### config.mk
export PLATFORM = sky130hd
export DESIGN_NAME = axi_lite_slave_regs_flat
export DESIGN_NICKNAME = d
export VERILOG_FILES = /design/src/rtl/axi_lite_slave_regs_if.sv /design/src/rtl/axi_lite_slave_regs.sv /design/src/flat_wrapper.sv
export SDC_FILE = /design/constraint.sdc
export NUM_CORES = 1
export LEC_CHECK = 0
export CORE_AREA = 2 2 264 266
export CTS_CLUSTER_SIZE = 25
export DETAILED_ROUTE_END_ITERATION = 6
export DIE_AREA = 0 0 266 268
export PLACE_DENSITY_LB_ADDON = 0.1
export SLEW_MARGIN = 20
export SYNTH_ARGS = -nofsm -noshare
export SYNTH_HDL_FRONTEND = slang
export SYNTH_SLANG_ARGS = --single-unit
### constraint.sdc
create_clock -name aclk -period 2.5 [get_ports aclk]
set_input_delay 0.75 -clock aclk [delete_from_list [all_inputs] [get_ports aclk]]
set_output_delay 0.75 -clock aclk [all_outputs]
set_load 0.03 [all_outputs]
### src/rtl/axi_lite_slave_regs_if.sv
// AXI4-Lite bus bundle for axi_lite_slave_regs.
// The master drives requests and response readies; the slave drives the rest.
interface axi_lite_slave_regs_if #(
  parameter int ALEN = 32,
  parameter int DLEN = 32
);
  logic              awvalid;
  logic              awready;
  logic [ALEN-1:0]   awaddr;
  logic [2:0]        awprot;
  logic              wvalid;
  logic              wready;
  logic [DLEN-1:0]   wdata;
  logic [DLEN/8-1:0] wstrb;
  logic              bvalid;
  logic              bready;
  logic [1:0]        bresp;
  logic              arvalid;
  logic              arready;
  logic [ALEN-1:0]   araddr;
  logic [2:0]        arprot;
  logic              rvalid;
  logic              rready;
  logic [DLEN-1:0]   rdata;
  logic [1:0]        rresp;

  modport master (
    output awvalid, awaddr, awprot,
    output wvalid, wdata, wstrb,
    output bready,
    output arvalid, araddr, arprot,
    output rready,
    input  awready, wready,
    input  bvalid, bresp,
    input  arready,
    input  rvalid, rdata, rresp
  );

  modport slave (
    input  awvalid, awaddr, awprot,
    input  wvalid, wdata, wstrb,
    input  bready,
    input  arvalid, araddr, arprot,
    input  rready,
    output awready, wready,
    output bvalid, bresp,
    output arready,
    output rvalid, rdata, rresp
  );
endinterface

### src/rtl/axi_lite_slave_regs.sv
// AXI4-Lite slave exposing NREGS DLEN-bit registers.
// Define AXIL_SLAVE_STRB_EN to honour wstrb byte lanes on writes.
module axi_lite_slave_regs #(
  parameter int ALEN  = 32,
  parameter int DLEN  = 32,
  parameter int NREGS = 16
) (
  input  logic                  aclk,
  input  logic                  aresetn,
  axi_lite_slave_regs_if.slave  s_axi,
  output logic [NREGS*DLEN-1:0] regs_o,
  output logic [NREGS-1:0]      wr_pulse_o
);
  localparam int SB  = DLEN / 8;
  localparam int OFF = $clog2(SB);
  localparam int NB  = $clog2(NREGS);
  localparam int HI  = OFF + NB;

  typedef enum logic [1:0] {
    W_IDLE,
    W_WAIT_D,
    W_WAIT_A,
    W_RESP
  } wst_t;

  typedef enum logic {
    R_IDLE,
    R_DATA
  } rdst_t;

  wst_t             r_wst;
  wst_t             w_wst_nxt;
  rdst_t            r_rst;
  rdst_t            w_rst_nxt;
  logic             r_live;
  logic [DLEN-1:0]  r_regs [NREGS];
  logic [NB-1:0]    r_aw_idx;
  logic             r_aw_ok;
  logic [DLEN-1:0]  r_wdata;
  logic [NREGS-1:0] r_wr_pulse;
  logic [1:0]       r_bresp;
  logic [1:0]       r_rresp;
  logic [DLEN-1:0]  r_rdata;

  logic             w_aw_hs;
  logic             w_w_hs;
  logic             w_b_hs;
  logic             w_ar_hs;
  logic             w_r_hs;
  logic             w_wr_go;
  logic [NB-1:0]    w_aw_idx;
  logic [NB-1:0]    w_ar_idx;
  logic [NB-1:0]    w_cidx;
  logic             w_aw_ok;
  logic             w_ar_ok;
  logic             w_cok;
  logic [DLEN-1:0]  w_cdata;
  logic [DLEN-1:0]  w_new;
  logic             w_unused;

  assign s_axi.awready = r_live &&
    (r_wst == W_IDLE || r_wst == W_WAIT_A);
  assign s_axi.wready  = r_live &&
    (r_wst == W_IDLE || r_wst == W_WAIT_D);
  assign s_axi.bvalid  = (r_wst == W_RESP);
  assign s_axi.bresp   = r_bresp;
  assign s_axi.arready = r_live && (r_rst == R_IDLE);
  assign s_axi.rvalid  = (r_rst == R_DATA);
  assign s_axi.rdata   = r_rdata;
  assign s_axi.rresp   = r_rresp;

  assign w_aw_hs = s_axi.awvalid && s_axi.awready;
  assign w_w_hs  = s_axi.wvalid  && s_axi.wready;
  assign w_b_hs  = s_axi.bvalid  && s_axi.bready;
  assign w_ar_hs = s_axi.arvalid && s_axi.arready;
  assign w_r_hs  = s_axi.rvalid  && s_axi.rready;

  assign w_aw_idx = s_axi.awaddr[OFF +: NB];
  assign w_ar_idx = s_axi.araddr[OFF +: NB];
  assign w_aw_ok  = ~|s_axi.awaddr[ALEN-1:HI];
  assign w_ar_ok  = ~|s_axi.araddr[ALEN-1:HI];

  // The commit takes whichever half arrived earlier from its holding reg.
  assign w_cidx  = (r_wst == W_WAIT_D) ? r_aw_idx : w_aw_idx;
  assign w_cok   = (r_wst == W_WAIT_D) ? r_aw_ok : w_aw_ok;
  assign w_cdata = (r_wst == W_WAIT_A) ? r_wdata : s_axi.wdata;

`ifdef AXIL_SLAVE_STRB_EN
  logic [SB-1:0] r_wstrb;
  logic [SB-1:0] w_cstrb;

  assign w_cstrb = (r_wst == W_WAIT_A) ? r_wstrb : s_axi.wstrb;

  // Merge enabled byte lanes into the current register value.
  always_comb begin
    w_new = r_regs[w_cidx];
    for (int b = 0; b < SB; b++) begin
      if (w_cstrb[b]) w_new[b*8 +: 8] = w_cdata[b*8 +: 8];
    end
  end

  // Hold the strobes of an early W beat.
  always_ff @(posedge aclk or negedge aresetn) begin
    if (!aresetn)    r_wstrb <= '0;
    else if (w_w_hs) r_wstrb <= s_axi.wstrb;
  end

  assign w_unused = ^{s_axi.awprot, s_axi.arprot,
                      s_axi.awaddr[OFF-1:0],
                      s_axi.araddr[OFF-1:0]};
`else
  assign w_new    = w_cdata;
  assign w_unused = ^{s_axi.awprot, s_axi.arprot,
                      s_axi.awaddr[OFF-1:0],
                      s_axi.araddr[OFF-1:0],
                      s_axi.wstrb};
`endif

  // State registers; readies stay low until the first edge after reset.
  always_ff @(posedge aclk or negedge aresetn) begin
    if (!aresetn) begin
      r_wst  <= W_IDLE;
      r_rst  <= R_IDLE;
      r_live <= 1'b0;
    end else begin
      r_wst  <= w_wst_nxt;
      r_rst  <= w_rst_nxt;
      r_live <= 1'b1;
    end
  end

  // Write FSM: pair AW and W in either order, then hold the response.
  always_comb begin
    w_wst_nxt = r_wst;
    w_wr_go   = 1'b0;
    unique case (r_wst)
      W_IDLE: begin
        if (w_aw_hs && w_w_hs) begin
          w_wst_nxt = W_RESP;
          w_wr_go   = 1'b1;
        end else if (w_aw_hs) begin
          w_wst_nxt = W_WAIT_D;
        end else if (w_w_hs) begin
          w_wst_nxt = W_WAIT_A;
        end
      end
      W_WAIT_D: begin
        if (w_w_hs) begin
          w_wst_nxt = W_RESP;
          w_wr_go   = 1'b1;
        end
      end
      W_WAIT_A: begin
        if (w_aw_hs) begin
          w_wst_nxt = W_RESP;
          w_wr_go   = 1'b1;
        end
      end
      W_RESP: begin
        if (w_b_hs) w_wst_nxt = W_IDLE;
      end
    endcase
  end

  // Read FSM: one outstanding read, data held until accepted.
  always_comb begin
    w_rst_nxt = r_rst;
    unique case (r_rst)
      R_IDLE: if (w_ar_hs) w_rst_nxt = R_DATA;
      R_DATA: if (w_r_hs)  w_rst_nxt = R_IDLE;
    endcase
  end

  // Capture the early half of a split write.
  always_ff @(posedge aclk or negedge aresetn) begin
    if (!aresetn) begin
      r_aw_idx <= '0;
      r_aw_ok  <= 1'b0;
      r_wdata  <= '0;
    end else begin
      if (w_aw_hs) begin
        r_aw_idx <= w_aw_idx;
        r_aw_ok  <= w_aw_ok;
      end
      if (w_w_hs) r_wdata <= s_axi.wdata;
    end
  end

  // Register file update, write pulse and write response.
  always_ff @(posedge aclk or negedge aresetn) begin
    if (!aresetn) begin
      for (int i = 0; i < NREGS; i++) r_regs[i] <= '0;
      r_wr_pulse <= '0;
      r_bresp    <= 2'b00;
    end else begin
      r_wr_pulse <= '0;
      if (w_wr_go) begin
        r_bresp <= w_cok ? 2'b00 : 2'b10;
        if (w_cok) begin
          r_regs[w_cidx]     <= w_new;
          r_wr_pulse[w_cidx] <= 1'b1;
        end
      end
    end
  end

  // Read data is sampled at AR acceptance, before any same-cycle write.
  always_ff @(posedge aclk or negedge aresetn) begin
    if (!aresetn) begin
      r_rdata <= '0;
      r_rresp <= 2'b00;
    end else if (w_ar_hs) begin
      r_rdata <= w_ar_ok ? r_regs[w_ar_idx] : '0;
      r_rresp <= w_ar_ok ? 2'b00 : 2'b10;
    end
  end

  for (genvar gi = 0; gi < NREGS; gi++) begin : g_regs
    assign regs_o[gi*DLEN +: DLEN] = r_regs[gi];
  end

  assign wr_pulse_o = r_wr_pulse;

endmodule

### src/flat_wrapper.sv
// flat-port wrapper written by rule: the top's interface ports become plain ports
module axi_lite_slave_regs_flat 
#(
  parameter int ALEN  = 32,
  parameter int DLEN  = 32,
  parameter int NREGS = 16
)
  (aclk, aresetn, regs_o, wr_pulse_o, s_axi_awvalid, s_axi_awaddr, s_axi_awprot, s_axi_wvalid, s_axi_wdata, s_axi_wstrb, s_axi_bready, s_axi_arvalid, s_axi_araddr, s_axi_arprot, s_axi_rready, s_axi_awready, s_axi_wready, s_axi_bvalid, s_axi_bresp, s_axi_arready, s_axi_rvalid, s_axi_rdata, s_axi_rresp);
  axi_lite_slave_regs_if #(.ALEN(ALEN), .DLEN(DLEN)) s_axi_i ();
  input  logic aclk;
  input  logic aresetn;
  output logic [NREGS*DLEN-1:0] regs_o;
  output logic [NREGS-1:0] wr_pulse_o;
  input wire logic [$bits(s_axi_i.awvalid)-1:0] s_axi_awvalid;
  input wire logic [$bits(s_axi_i.awaddr)-1:0] s_axi_awaddr;
  input wire logic [$bits(s_axi_i.awprot)-1:0] s_axi_awprot;
  input wire logic [$bits(s_axi_i.wvalid)-1:0] s_axi_wvalid;
  input wire logic [$bits(s_axi_i.wdata)-1:0] s_axi_wdata;
  input wire logic [$bits(s_axi_i.wstrb)-1:0] s_axi_wstrb;
  input wire logic [$bits(s_axi_i.bready)-1:0] s_axi_bready;
  input wire logic [$bits(s_axi_i.arvalid)-1:0] s_axi_arvalid;
  input wire logic [$bits(s_axi_i.araddr)-1:0] s_axi_araddr;
  input wire logic [$bits(s_axi_i.arprot)-1:0] s_axi_arprot;
  input wire logic [$bits(s_axi_i.rready)-1:0] s_axi_rready;
  output wire logic [$bits(s_axi_i.awready)-1:0] s_axi_awready;
  output wire logic [$bits(s_axi_i.wready)-1:0] s_axi_wready;
  output wire logic [$bits(s_axi_i.bvalid)-1:0] s_axi_bvalid;
  output wire logic [$bits(s_axi_i.bresp)-1:0] s_axi_bresp;
  output wire logic [$bits(s_axi_i.arready)-1:0] s_axi_arready;
  output wire logic [$bits(s_axi_i.rvalid)-1:0] s_axi_rvalid;
  output wire logic [$bits(s_axi_i.rdata)-1:0] s_axi_rdata;
  output wire logic [$bits(s_axi_i.rresp)-1:0] s_axi_rresp;
  assign s_axi_i.awvalid = s_axi_awvalid;
  assign s_axi_i.awaddr = s_axi_awaddr;
  assign s_axi_i.awprot = s_axi_awprot;
  assign s_axi_i.wvalid = s_axi_wvalid;
  assign s_axi_i.wdata = s_axi_wdata;
  assign s_axi_i.wstrb = s_axi_wstrb;
  assign s_axi_i.bready = s_axi_bready;
  assign s_axi_i.arvalid = s_axi_arvalid;
  assign s_axi_i.araddr = s_axi_araddr;
  assign s_axi_i.arprot = s_axi_arprot;
  assign s_axi_i.rready = s_axi_rready;
  assign s_axi_awready = s_axi_i.awready;
  assign s_axi_wready = s_axi_i.wready;
  assign s_axi_bvalid = s_axi_i.bvalid;
  assign s_axi_bresp = s_axi_i.bresp;
  assign s_axi_arready = s_axi_i.arready;
  assign s_axi_rvalid = s_axi_i.rvalid;
  assign s_axi_rdata = s_axi_i.rdata;
  assign s_axi_rresp = s_axi_i.rresp;
  axi_lite_slave_regs #(.ALEN(ALEN), .DLEN(DLEN), .NREGS(NREGS)) u_core (.aclk(aclk), .aresetn(aresetn), .s_axi(s_axi_i), .regs_o(regs_o), .wr_pulse_o(wr_pulse_o));
endmodule
==> run summary, run 1 <==
============================================================================================
Run status                                                                      complete, but fails checks
Failing checks                                                                  negative setup slack
Flop and latch count out of synthesis                                                    603
Count of synthesis-stage warnings from yosys                                               0
Worst Slack Setup Final                                                            -0.176 ns
Family with the most delay on the worst path                                    buffers and inverters
Finished Core Util                                                                     0.599
Post-layout power                                                                   0.0322 W
Core area                                                                        68200 sq um
Crit Path Category                                                              flop to flop
Die height                                                                            268 um
Number of hold violations in the final report                                              0
TritonCTS clock tree                                                                   built
HPWL reported at the end of detailed placement                                      74400 um
Proportion of layout cells with a drive suffix above 1                                 0.423
Number of levels the H-tree was split into                                                 3
Top-level port count                                                                     682
Starting density of the core                                                           0.398
Slowest cell on crit path                                                       sky130_fd_sc_hd__dfrtp_1
Horiz. Die Dim                                                                        266 um
Worst-path clk slew                                                                  0.06 ns
Routability-driven placement congestion ratio                                          0.863
GR Util All Layers                                                                     0.309
Time the worst path needs with I/O delays and setup                                  2.68 ns
Fmax achieved                                                                      0.374 GHz
Setup violations, final                                                                  320
Worst hold path class                                                           primary input to async pin
Sum of negative setup slack                                                        -26.36 ns
Final period util                                                                       1.07
Max rail drop VDD                                                                   0.582 mV
RSZ-0062 raised after global routing                                                     yes
Leak pwr                                                                             21.3 nW
Total clock buffers created by CTS                                                        69
EDFF count, synth                                                                          0
Top fanout value on the critical path                                                      8
Count of different cell masters after synthesis                                           49
Post-synthesis adder-cell area fraction                                              0.00231
DRC violation total after the first TritonRoute iteration                               1724
Bufs on Longest Clock Path                                                                 3
Critical Path AT                                                                     3.16 ns
Xor-xnor portion of the synthesized cell area                                              0
Top cell types by occurrence after synthesis                                    603 x sky130_fd_sc_hd__dfrtp_1, 498 x sky130_fd_sc_hd__mux2_2, 128 x sky130_fd_sc_hd__mux4_2, 74 x sky130_fd_sc_hd__clkbuf_1, 64 x sky130_fd_sc_hd__a22oi_1
Highest cell delay on the worst timing path                                          0.40 ns
Clk_lat worst skew                                                                   0.62 ns
Antenna violations before repair                                                           5
Dominant cell type by area after synthesis                                      sky130_fd_sc_hd__dfrtp_1
Most prevalent standard cell on the critical path                               sky130_fd_sc_hd__buf_6
R2r setup slk                                                                       -0.18 ns
Top routing layer in use                                                                met5
Final #Nets                                                                             2667
Number of max-capacitance violations reported                                              0
Clk sink count                                                                           603
Multiplexer share of the synthesized area                                              0.354
Met2 WL post-DR                                                                     55400 um
Number of nets with antenna violations after detailed routing                              0
Final routed wirelength across all metal layers                                    115000 um
Fraction of synthesis flops using an asynchronous set or reset pin                      1.00
Largest net degree at the start of global routing                                         79
Detailed route wirelength on metal3                                                  9380 um
Average footprint of a synthesized cell                                           15.8 sq um
Data required time at the worst endpoint                                             2.98 ns
CTS Root Cell                                                                   sky130_fd_sc_hd__clkbuf_16
Number of port buffers                                                                   665
Total number of vias                                                                   20100
Complex-gate fraction of the synthesized area                                         0.0369
Number of optimization iterations in the first detailed-route pass                         6
Proportion of synthesized chip area in sequential cells                                0.556
Max-slew violation count                                                                   0
Proportion of netlist area held by the largest area contributor                        0.556
Basic-gate share of the synthesized area counting and, or, nand and nor cells         0.0234
Main combinational cell family by area after synthesis                          multiplexers
Cells traversed along the worst timing path                                     inv_2 -> ha_4 -> o211ai_4 -> a221oi_4 -> nand2_2 -> buf_6 -> buf_12 -> nor4_4 -> buf_6 -> buf_8 -> clkbuf_16 -> mux2_4
Power density over the cells                                                     787 nW/um^2
Max-slew headroom                                                                      0.200
Endpoint type of the worst setup path                                                   flop
Leading cell type by number of instances after synthesis                        sky130_fd_sc_hd__dfrtp_1
DRC violations left                                                                        0
Overflow left after global routing                                                         0
Via density                                                                             5.76
Leading register cell type out of synthesis                                     sky130_fd_sc_hd__dfrtp_1
Area growth from synthesis to layout                                                   50.6%
Detailed-route wire length on metal 1                                               45600 um
Leading cell types by total area after synthesis                                sky130_fd_sc_hd__dfrtp_1 56%, sky130_fd_sc_hd__mux2_2 21%, sky130_fd_sc_hd__mux4_2 11%
Core Rows                                                                                 96
Global-route wire length before repair                                             157000 um
Total Die Area                                                                   71300 sq um
Average wire per cell in the routed design                                           33.0 um
CP bufs+invs                                                                               6
Vias in the first global route                                                         20700
Cell area after synthesis                                                        27100 sq um
Worst slew pin tran                                                                  1.20 ns
Gate count of the mapped netlist                                                        1717
Number of hold-repair buffers added at the cts stage                                       0
Max Clock Skew                                                                     0.0199 ns
Crit start category                                                                     flop
============================================================================================
## metal layers
layer / GRT usage / vias to the layer above
li1: - / 8145
met1: 0.392 / 10800
met2: 0.507 / 942
met3: 0.0903 / 211
met4: 0.108 / 6
met5: 0 / -
## cells by family (layout without fill, tap and decap cells)
family | Yosys count | count (layout)
multiplexers | 705 | 705
flip-flops | 603 | 603
buffers and inverters | 160 | 1043
AO/OA/AOI/OAI | 127 | 127
AND/OR/NAND/NOR | 115 | 115
adder cells (fa/ha/maj) | 5 | 5
other | 2 | 5
## cells in the final DEF (no fill, tap or decap), types with 5 or more instances in the layout
master	count
sky130_fd_sc_hd__dfrtp_1	601
sky130_fd_sc_hd__clkdlybuf4s50_1	363
sky130_fd_sc_hd__mux2_2	321
sky130_fd_sc_hd__mux2_4	254
sky130_fd_sc_hd__dlygate4sd2_1	209
sky130_fd_sc_hd__mux4_2	128
sky130_fd_sc_hd__buf_4	109
sky130_fd_sc_hd__dlymetal6s2s_1	86
sky130_fd_sc_hd__clkbuf_16	83
sky130_fd_sc_hd__buf_12	69
sky130_fd_sc_hd__a22oi_1	64
sky130_fd_sc_hd__nand2_1	49
sky130_fd_sc_hd__a22o_1	32
sky130_fd_sc_hd__buf_6	31
sky130_fd_sc_hd__clkbuf_1	19
sky130_fd_sc_hd__buf_16	19
sky130_fd_sc_hd__clkbuf_8	13
sky130_fd_sc_hd__clkinv_2	12
sky130_fd_sc_hd__nor4_1	11
sky130_fd_sc_hd__inv_1	10
sky130_fd_sc_hd__nand4_1	8
sky130_fd_sc_hd__buf_8	8
sky130_fd_sc_hd__nor2_1	7
sky130_fd_sc_hd__o21ai_0	7
sky130_fd_sc_hd__inv_6	5
## layout make-up
class / count / area (sq um)
clock inverter: 21 / 195
clock buffer: 102 / 2010
inverter: 12 / 47.5
antenna: 2 / 5.00
sequential: 603 / 15100
multi-input combinational: 955 / 12300
timing repair buffer: 908 / 10100
tap: 882 / 1100
fill: 5298 / 27400
## state kept, by name, indices dropped and copies added (netlist names)
register,count
u_core.r_wdata,32
u_core.s_axi.rresp,1
u_core.r_live,1
u_core.s_axi.bresp,1
u_core.s_axi.rvalid,1
u_core.r_aw_idx,4
u_core.regs_o,512
u_core.s_axi.rdata,32
u_core.r_wst,2
u_core.wr_pulse_o,16
u_core.r_aw_ok,1
## final timing paths
path	startpoint	end	cells after the start
worst max-delay path	u_core.r_wst[1]	u_core.regs_o[464]	12
worst min-delay path	aresetn	u_core.regs_o[411]	1
worst max register to register	u_core.r_wst[1]	u_core.regs_o[464]	12
worst min register to register	u_core.s_axi.rresp[1]	u_core.s_axi.rresp[1]	2
max in group asynchronous	aresetn	u_core.r_wst[0]	2
min in group aclk	u_core.s_axi.rresp[1]	u_core.s_axi.rresp[1]	2
## power breakdown
group          total, W  switching, W  internal, W  leakage (nW)
Combinational   0.00999       0.00572      0.00427          11.9
Clock            0.0101       0.00424      0.00582          1.10
Sequential       0.0121       0.00113       0.0110          8.31
Total            0.0322        0.0111       0.0211          21.3
## timing repair
item,CTS,global route
resized for setup,441,206
cloned,25,12
setup buffers,43,13
pin swaps,23,8
endpoints found under the setup margin,719,580
## metrics by stage
stage	setup WS, ns	instance area [sq um]	hold WS (ns)	std cells
3_5_place_dp	-0.891	36100	0.486	3276
6_report	-0.176	40800	0.0718	3485
4_1_cts	-0.146	40000	0.0912	3467
5_1_grt	-0.251	40800	0.0878	3485
2_1_floorplan	-0.110	27200	0.454	1718
3_3_place_gp	-0.892	36100	0.474	3276
Note: power is estimated with default switching activity, not from simulation.
==> run 2, diff against run 1 <==
--- a/config.mk
+++ b/config.mk
@@ -9,8 +9,9 @@
 export CTS_CLUSTER_SIZE = 25
 export DETAILED_ROUTE_END_ITERATION = 6
 export DIE_AREA = 0 0 266 268
+export GPL_ROUTABILITY_DRIVEN = 0
 export PLACE_DENSITY_LB_ADDON = 0.1
-export SLEW_MARGIN = 20
+export SLEW_MARGIN = 0
 export SYNTH_ARGS = -nofsm -noshare
 export SYNTH_HDL_FRONTEND = slang
 export SYNTH_SLANG_ARGS = --single-unit
==> results of run 2 <==
The final DEF is identical to that of run 1; final timing and power are the same.
==> run 3, diff against run 2 <==
--- a/config.mk
+++ b/config.mk
@@ -11,6 +11,7 @@
 export DIE_AREA = 0 0 266 268
 export GPL_ROUTABILITY_DRIVEN = 0
 export PLACE_DENSITY_LB_ADDON = 0.1
+export SKIP_LAST_GASP = 1
 export SLEW_MARGIN = 0
 export SYNTH_ARGS = -nofsm -noshare
 export SYNTH_HDL_FRONTEND = slang
==> run summary, run 3 (synthesis results as in run 1) <==
=================================================================================
Family with the most delay on the worst path                         buffers and inverters
Number of optimization iterations in the first detailed-route pass              5   -1
Worst slew pin tran                                                       1.22 ns   +0.0237 ns
Most prevalent standard cell on the critical path                    sky130_fd_sc_hd__buf_6
Max rail drop VDD                                                        0.578 mV   -0.68%
RSZ-0062 raised after global routing                                          yes
Critical Path Sink                                                   s_axi_awready
Global-route wire length before repair                                  156000 um   -0.52%
Crit Path Category                                                   flop to primary output
Leak pwr                                                                  19.9 nW   -6.6%
CP bufs+invs                                                                    5   -1
Time the worst path needs with I/O delays and setup                       2.71 ns   +0.0349 ns
Number of max-capacitance violations reported                                   0   unchanged
Total clock buffers created by CTS                                             69   unchanged
Power density over the cells                                          792 nW/um^2   +0.63%
Bufs on Longest Clock Path                                                      3   unchanged
Largest net degree at the start of global routing                              79   unchanged
HPWL reported at the end of detailed placement                           74400 um   unchanged
Number of nets with antenna violations after detailed routing                   0   unchanged
Sum of negative setup slack                                             -43.99 ns   -17.63 ns
Worst reg2reg startpoint                                             u_core.r_wst[1]
Area growth from synthesis to layout                                        49.6%
R2r setup slk                                                            -0.20 ns   -0.02 ns
Critical Path AT                                                          1.96 ns   -1.20 ns
Failing checks                                                       negative setup slack
Cells traversed along the worst timing path                          buf_4 -> buf_6 -> ha_4 -> buf_6 -> buf_12 -> o21a_1 -> buf_6
Core area                                                             68200 sq um   unchanged
Post-layout power                                                        0.0322 W   about the same
Final period util                                                            1.08   +0.0140
Reg2Reg Depth                                                                  12   unchanged
Via density                                                                  5.74   -0.36%
CP startpoint                                                        u_core.r_wst[1]
Endpoint type of the worst setup path                                primary output
Top-level port count                                                          682   unchanged
Run status                                                           complete, but fails checks
DRC violation total after the first TritonRoute iteration                    1714   -0.58%
Fmax achieved                                                           0.369 GHz   -1.3%
Antenna violations before repair                                                5   unchanged
Vias in the first global route                                              20800   +0.072%
Average wire per cell in the routed design                                32.8 um   -0.65%
Number of hold violations in the final report                                   0   unchanged
Clk sink count                                                                603   unchanged
Core Rows                                                                      96   unchanged
Number of levels the H-tree was split into                                      3   unchanged
Number of flip-flops under the largest register name                          512   unchanged
Worst Slack Setup Final                                                 -0.211 ns   -0.0349 ns
Starting density of the core                                                0.398   unchanged
Proportion of layout cells with a drive suffix above 1                      0.423   -0.000606
Final routed wirelength across all metal layers                         114000 um   -0.62%
Max-slew headroom                                                           0.184   -0.0159
Data required time at the worst endpoint                                  1.75 ns   -1.23 ns
DRC violations left                                                             0   unchanged
Slowest cell on crit path                                            sky130_fd_sc_hd__dfrtp_1
Commonest non-fill, non-tap cell in the layout                       sky130_fd_sc_hd__dfrtp_1
Total Die Area                                                        71300 sq um   unchanged
Setup violations, final                                                       498   +56%
Highest cell delay on the worst timing path                               0.39 ns   about the same
Endpoint of the lowest-slack register-to-register path               u_core.regs_o[81]
GR Util All Layers                                                          0.308   -0.000989
Die height                                                                 268 um   unchanged
CTS Root Cell                                                        sky130_fd_sc_hd__clkbuf_16
Crit start category                                                          flop
Final #Nets                                                                  2666   -0.037%
Number of port buffers                                                        665   unchanged
Logic depth of the worst path, buffers included                                 7   -5
TritonCTS clock tree                                                        built
Horiz. Die Dim                                                             266 um   unchanged
Overflow left after global routing                                              0   unchanged
Top fanout value on the critical path                                           4   -4
Most frequent cells in the layout                                    601 x sky130_fd_sc_hd__dfrtp_1, 441 x sky130_fd_sc_hd__clkdlybuf4s50_1, 325 x sky130_fd_sc_hd__mux2_2
Number of hold-repair buffers added at the cts stage                            0   unchanged
Clk_lat worst skew                                                        0.62 ns   about the same
Max Clock Skew                                                          0.0205 ns   +0.000563 ns
Worst hold path class                                                primary input to async pin
Total number of vias                                                        20000   -0.33%
Max-slew violation count                                                        0   unchanged
Worst-path clk slew                                                       0.06 ns   about the same
=================================================================================
## run 3: changes by cell type in the layout (fill, tap and decap cells not counted), moves of 2 or more
cell and change:
sky130_fd_sc_hd__buf_12 +4, sky130_fd_sc_hd__buf_16 -2, sky130_fd_sc_hd__buf_4 +4, sky130_fd_sc_hd__buf_6 -4
sky130_fd_sc_hd__buf_8 -2, sky130_fd_sc_hd__clkdlybuf4s50_1 +78, sky130_fd_sc_hd__diode_2 +2, sky130_fd_sc_hd__dlygate4sd2_1 -4
sky130_fd_sc_hd__dlymetal6s2s_1 -74, sky130_fd_sc_hd__mux2_2 +4, sky130_fd_sc_hd__mux2_4 -3
## run 3: worst min-delay path by stage
stage / startpoint / endpoint / slack, ns / depth (start not counted)
after global routing: aresetn / u_core.regs_o[411] / 0.08 / 1
after detailed placement: u_core.s_axi.rresp[1] / u_core.s_axi.rresp[1] / 0.49 / 2
after CTS: aresetn / u_core.regs_o[411] / 0.09 / 1
final: aresetn / u_core.regs_o[411] / 0.06 / 1
after floorplan: aresetn / u_core.r_aw_idx[0] / 0.45 / 0
after global placement: u_core.s_axi.rresp[1] / u_core.s_axi.rresp[1] / 0.47 / 2
## run 3: metrics by stage
step	instance area, sq um	util	hold slack, ns	std cells	setup WS [ns]
CTS	39800	0.584	0.0912	3467	-0.146
global route	40600	0.595	0.0815	3483	-0.262
global placement	36100	0.529	0.474	3276	-0.892
floorplan	27200	-	0.454	1718	-0.110
finish	40600	0.595	0.0645	3486	-0.211
detailed placement	36100	0.529	0.486	3276	-0.891
## run 3: cell type report
type / count / area, sq um
fillers: 5330 / 27600
multi-input cells: 955 / 12300
repair buffers: 907 / 9850
diodes: 4 / 10.0
clock inverters: 21 / 195
inverters: 12 / 47.5
clock buffers: 102 / 2010
well taps: 882 / 1100
flip-flops and latches: 603 / 15100
## run 3: worst register-to-register path, cell delays in order (launching register included)
cell                       delay [ns]
sky130_fd_sc_hd__dfrtp_1         0.39
sky130_fd_sc_hd__inv_2           0.12
sky130_fd_sc_hd__ha_4            0.19
sky130_fd_sc_hd__o211ai_4        0.10
sky130_fd_sc_hd__a221oi_4        0.29
sky130_fd_sc_hd__nand2_2         0.14
sky130_fd_sc_hd__buf_6           0.14
sky130_fd_sc_hd__buf_12          0.14
sky130_fd_sc_hd__nor4b_4         0.28
sky130_fd_sc_hd__buf_6           0.15
sky130_fd_sc_hd__buf_12          0.15
sky130_fd_sc_hd__buf_12          0.17
sky130_fd_sc_hd__mux2_4          0.32
## run 3: metal layers
layer  vias up  wire length [um]  global-route usage
met2       934             55100               0.503
met3       214              9750              0.0916
met5         -                23                   0
met4         4              4530               0.116
met1     10700             44900               0.388
li1       8133                 -                   -
## run 3: power breakdown
part           total (W)  internal [W]  switching (W)
Clock             0.0101       0.00582        0.00423
Combinational     0.0100       0.00428        0.00572
Sequential        0.0121        0.0110        0.00113
## run 3: timing repair
| item | 4_1_cts | 5_1_grt |
|---|---|---|
| setup endpoints to repair | 719 | 590 |
| gates cloned | 25 | 11 |
| resized for setup | 400 | 159 |
| buffers inserted | 43 | 16 |
| pin swaps | 21 | 13 |
